--- config.mk ---
export PLATFORM = sky130hd
export DESIGN_NAME = ped_request
export DESIGN_NICKNAME = d
export VERILOG_FILES = /design/src/rtl/ped_request_pkg.sv /design/src/rtl/ped_request_edge_detect.sv /design/src/rtl/ped_request.sv
export SDC_FILE = /design/constraint.sdc
export NUM_CORES = 1
export LEC_CHECK = 0
export CAP_MARGIN = 25
export CORE_AREA = 2 2 72 67
export CTS_CLUSTER_SIZE = 16
export DETAILED_ROUTE_END_ITERATION = 6
export DIE_AREA = 0 0 74 69
export GPL_TIMING_DRIVEN = 0
export PLACE_DENSITY_LB_ADDON = 0.2
export REMOVE_ABC_BUFFERS = 1
export SLEW_MARGIN = 20
export SYNTH_ARGS = -nofsm -noshare
export SYNTH_HDL_FRONTEND = slang
export SYNTH_SLANG_ARGS = --single-unit
--- constraint.sdc ---
create_clock -name clk -period 6.4 [get_ports clk]
set_input_delay 1.92 -clock clk [delete_from_list [all_inputs] [get_ports clk]]
set_output_delay 1.92 -clock clk [all_outputs]
set_load 0.005 [all_outputs]
--- src/rtl/ped_request_pkg.sv ---
// Shared definitions for the pedestrian request path: clock rate and FSM state encodings
// that the traffic-light controller also relies on.
package ped_request_pkg;

    localparam int CLK_HZ = 50_000_000;

    typedef enum logic [1:0] {
        ST_IDLE    = 2'd0,
        ST_REQ     = 2'd1,
        ST_HOLDOFF = 2'd2
    } state_e;

endpackage

--- src/rtl/ped_request_edge_detect.sv ---
// Rising-edge detector on a clk-domain level. The previous-value register resets to RESET_VAL
// so that a level already high when reset releases is not taken as an edge.
module edge_detect #(
    parameter logic RESET_VAL = 1'b1
) (
    input  logic clk,
    input  logic reset,
    input  logic d,
    output logic rise
);

    logic prev_q;

    always_ff @(posedge clk or negedge reset) begin
        if (!reset) begin
            prev_q <= RESET_VAL;
        end else begin
            prev_q <= d;
        end
    end

    assign rise = d & ~prev_q;

endmodule

--- src/rtl/ped_request.sv ---
// Turns the debounced button level into a held pedestrian request for the traffic-light
// controller, with a press pulse, a saturating press counter and a re-arm holdoff after service.
module ped_request
    import ped_request_pkg::*;
#(
    parameter int HOLDOFF_CYCLES = CLK_HZ,
    parameter int CNT_W          = 8
) (
    input  logic             clk,
    input  logic             reset,
    input  logic             button_state,
    input  logic             ped_ack,
    output logic             ped_req,
    output logic             press_pulse,
    output logic [CNT_W-1:0] press_count,
    output logic             busy
);

    localparam int                 HOLD_W    = $clog2(HOLDOFF_CYCLES + 1);
    localparam logic [HOLD_W-1:0]  HOLD_LOAD = HOLD_W'(HOLDOFF_CYCLES - 1);
    localparam logic [CNT_W-1:0]   CNT_MAX   = '1;

    state_e            state_q, state_d;
    logic              ped_req_q, ped_req_d;
    logic              pulse_q, pulse_d;
    logic              busy_q, busy_d;
    logic [CNT_W-1:0]  count_q, count_d;
    logic [HOLD_W-1:0] hold_q, hold_d;
    logic              rise;

    edge_detect #(
        .RESET_VAL (1'b1)
    ) u_edge (
        .clk   (clk),
        .reset (reset),
        .d     (button_state),
        .rise  (rise)
    );

    always_ff @(posedge clk or negedge reset) begin
        if (!reset) begin
            state_q   <= ST_IDLE;
            ped_req_q <= 1'b0;
            pulse_q   <= 1'b0;
            busy_q    <= 1'b0;
            count_q   <= '0;
            hold_q    <= '0;
        end else begin
            state_q   <= state_d;
            ped_req_q <= ped_req_d;
            pulse_q   <= pulse_d;
            busy_q    <= busy_d;
            count_q   <= count_d;
            hold_q    <= hold_d;
        end
    end

    // The pulse follows every rise regardless of state; only IDLE turns a rise into a request.
    always_comb begin
        state_d   = state_q;
        ped_req_d = ped_req_q;
        pulse_d   = rise;
        busy_d    = busy_q;
        count_d   = count_q;
        hold_d    = hold_q;

        case (state_q)
            ST_IDLE: begin
                if (rise) begin
                    state_d   = ST_REQ;
                    ped_req_d = 1'b1;
                    if (count_q != CNT_MAX) begin
                        count_d = count_q + CNT_W'(1);
                    end
                end
            end
            ST_REQ: begin
                if (ped_ack) begin
                    state_d   = ST_HOLDOFF;
                    ped_req_d = 1'b0;
                    busy_d    = 1'b1;
                    hold_d    = HOLD_LOAD;
                end
            end
            ST_HOLDOFF: begin
                if (hold_q == '0) begin
                    state_d = ST_IDLE;
                    busy_d  = 1'b0;
                end else begin
                    hold_d = hold_q - HOLD_W'(1);
                end
            end
            default: begin
                state_d   = ST_IDLE;
                ped_req_d = 1'b0;
                busy_d    = 1'b0;
                hold_d    = '0;
            end
        endcase
    end

    assign ped_req     = ped_req_q;
    assign press_pulse = pulse_q;
    assign busy        = busy_q;
    assign press_count = count_q;

endmodule

==> flow_summary.json <==
{
  "cts-resized-gates": 0,
  "syn_area_per_cell_um2": 9.07,
  "cts_hold_buf": 0,
  "avgRoutedWirePerCell_um": 14.7,
  "grt_setup_unrepaired": "false",
  "pwr-share-seq_pct": 30.8,
  "whs_path_depth": 1,
  "firstDrtPassIters": 4,
  "power.switching_mw": 0.586,
  "start_kind": "input pin",
  "internal-power_mw": 0.650,
  "synthXorXnorAreaFrac_pct": 2.66,
  "h-tree-depth": 2,
  "hold_viol": 0,
  "cellPowerDensity_mw_per_mm2": 477,
  "tns_ns": 0,
  "syn_area_mm2": 0.00230,
  "dr.first_iter.drc_count": 150,
  "hp-class": "reg2reg",
  "worstSkewPairLatency_ns": 0.29,
  "fin_crit_sh_pct": 54.8,
  "ys_warn_count": 0,
  "grt_usage_pct": 20.4,
  "rows": 23,
  "critPathLaunch": "ped_ack",
  "antenna_cells": 0,
  "slew_viol_final": 0,
  "via_per_inst": 5.84,
  "worstHoldStart": "press_count[7]",
  "crit_arrival_ns": 3.68,
  "ff2ff_path_depth": 10,
  "relSlewSlack_pct": 39.4,
  "fin_worst_skew_ns": 0.0172,
  "status": "complete, no violations",
  "drv_cap": 0,
  "numCtsBuffers": 5,
  "vias": 1917,
  "stdcell_count": 328,
  "grt_max_degree": 26,
  "crit_path_end_kind": "flip-flop",
  "clkTransAtPathRegs_ns": 0.07,
  "tritoncts": "yes",
  "io_buffers": 14,
  "synthSimpleGateAreaFrac_pct": 18.2,
  "boundaryPins": 15,
  "clock_sinks": 40,
  "initial_core_util_pct": 53.0,
  "p_sw_share_pct": 47.4,
  "dieArea_mm2": 0.00511,
  "setup_viol": 0,
  "grt_pass1_vias": 1728,
  "timing_worst_setup_path_type": "in2reg",
  "synth-compound-area-share_pct": 27.6,
  "root_buffer": "clkbuf_8",
  "stdcell_area_mm2": 0.00259,
  "die_h_um": 69,
  "ys_types": 42,
  "postCtsSetupBuffers": 0,
  "grt_pass1_wl_mm": 8.27,
  "synth-seq-area-share_pct": 43.5,
  "fin_util_pct": 59.6,
  "reg2reg_slack_ns": 3.63,
  "synth_mux_area_share_pct": 0,
  "power_mw": 1.24,
  "ant_nets": 0,
  "antenna_found_initial": 0,
  "clock_path_buffers": 2,
  "peakVddDrop_mv": 0.218,
  "pwr-share-clk_pct": 13.2,
  "hold_end": "press_count[7]",
  "grt_overflow": 0,
  "placed_cell_area_mm2": 0.00251,
  "period_minus_slack_ns": 3.51,
  "synth_edf_count": 0,
  "r2r-start": "hold_q[0]",
  "die_w_um": 74,
  "synth-seq-cells": 40,
  "gp_congestion": 0.858,
  "post-place-cells": 320,
  "r2r_end": "hold_q[11]",
  "area_growth_pct": 12.5,
  "drc": 0,
  "core_mm2": 0.00435,
  "wl_mm": 4.81,
  "synth_top_family_by_area": "compound AO/OA/AOI/OAI gates",
  "dp_hpwl_mm": 3.43,
  "layout.nets": 274,
  "synth_ff_type": "dfrtp_1",
  "fmax_mhz": 285,
  "synthAdderAreaFrac_pct": 2.72,
  "critPathMaxFanout": 15,
  "worstMarginPinSlew_ns": 0.907,
  "async_reset_ff_share_pct": 100,
  "netlist_instances": 254,
  "leakage_nw": 1.07,
  "cp.required_ns": 6.57,
  "drive_gt1_share_pct": 14.3,
  "share_comb_of_total_power_pct": 56.0
}
-- critical path: stages --
cell and delay [ns]:
clkdlybuf4s50_1 0.50, nand2b_1 0.17, and2_1 0.27, o31ai_4 0.23, buf_16 0.22, buf_6 0.15, o21ai_2 0.15, o21ai_2 0.07
-- cell families after synthesis --
family          Yosys count
simple gates             83
fa+ha+maj                 5
compound gates           93
buf+inv                  26
flops                    40
xor+xnor                  7
-- how the worst max path moves through the flow --
stage            endpoint  slack [ns]
2_1_floorplan   hold_q[2]        3.08
3_3_place_gp    hold_q[2]        2.13
3_5_place_dp   hold_q[11]        2.61
4_1_cts        hold_q[17]        2.91
5_1_grt        hold_q[11]        2.76
6_report       hold_q[17]        2.89
-- power by group through the flow --
stage	combinational [mW]	sequential (mW)	clock (mW)
5_1_grt	0.770	0.391	0.182
6_report	0.692	0.381	0.163
4_1_cts	0.694	0.380	0.167
3_5_place_dp	0.692	0.385	0
3_3_place_gp	0.641	0.382	0
2_1_floorplan	0.480	0.372	0
-- synthesized netlist by cell type (2+ instances only) --
master	number	share of area (%)
buf_6	3	1.5
nor2_1	25	4.1
o31ai_1	2	0.65
o221ai_1	2	0.76
inv_1	12	2.0
and3b_1	2	0.76
a21oi_1	18	3.9
a41oi_1	2	0.76
a31oi_1	20	5.4
nor3_1	6	1.3
or3_1	2	0.54
nand4_1	3	0.81
nand2_1	18	2.9
o21ai_1	7	1.5
clkbuf_1	10	1.6
ha_1	5	2.7
nor4_1	4	1.1
xnor2_1	5	1.9
o21ai_2	20	7.6
and2_1	4	1.1
o21ai_0	13	2.8
o41ai_1	2	0.76
xor2_1	2	0.76
nand2b_1	2	0.54
nand3_1	9	2.0
and4_1	2	0.76
dfrtp_1	39	42
-- placed cells by master (no fill, tap or decap), types with 2 or more instances in the layout --
cell type        synthesis  layout
a21oi_1                 18      18
a31oi_1                 20      20
a41oi_1                  2       2
and2_1                   4       4
and3b_1                  2       2
and4_1                   2       2
buf_2                    1       2
clkbuf_1                10       2
clkbuf_8                 0       5
clkdlybuf4s50_1          0      13
dfrtp_1                 39      39
ha_1                     5       5
inv_1                   12      12
nand2_1                 18      18
nand2b_1                 2       2
nand3_1                  9       9
nand4_1                  3       3
nor2_1                  25      25
nor3_1                   6       6
nor4_1                   4       4
o21ai_0                 13      13
o21ai_1                  7       7
o21ai_2                 20      20
o221ai_1                 2       2
o31ai_1                  2       2
o41ai_1                  2       2
or3_1                    2       2
xnor2_1                  5       5
xor2_1                   2       2
-- area by class of cell --
| class | count | area (um^2) |
|---|---|---|
| flip-flops and latches | 40 | 1000 |
| fillers | 377 | 1750 |
| multi-input cells | 188 | 1190 |
| clock inverters | 1 | 5.00 |
| repair buffers | 18 | 199 |
| clock buffers | 7 | 76.3 |
| inverters | 12 | 45.0 |
| well taps | 62 | 77.6 |
-- stage by stage --
stage / setup WS, ns / hold WS (ns)
floorplan: 3.08 / 0.459
global placement: 2.13 / 0.473
detailed placement: 2.61 / 0.482
CTS: 2.91 / 0.501
global route: 2.76 / 0.522
finish: 2.89 / 0.495
-- state kept, by name (all words and copies together) (netlist names) --
name and flops:
busy 1, hold_q 26, ped_req 1, press_count 8, press_pulse 1, state_q 2
u_edge.prev_q 1
-- metal layers --
layer,part of all wire [%],vias up,track usage [%]
li1,-,967,-
met1,51,903,31.4
met2,45,42,28.1
met3,3.5,5,4.09
met4,1.0,0,7.27
met5,0,-,0
Power figures use the tool's default switching activity.
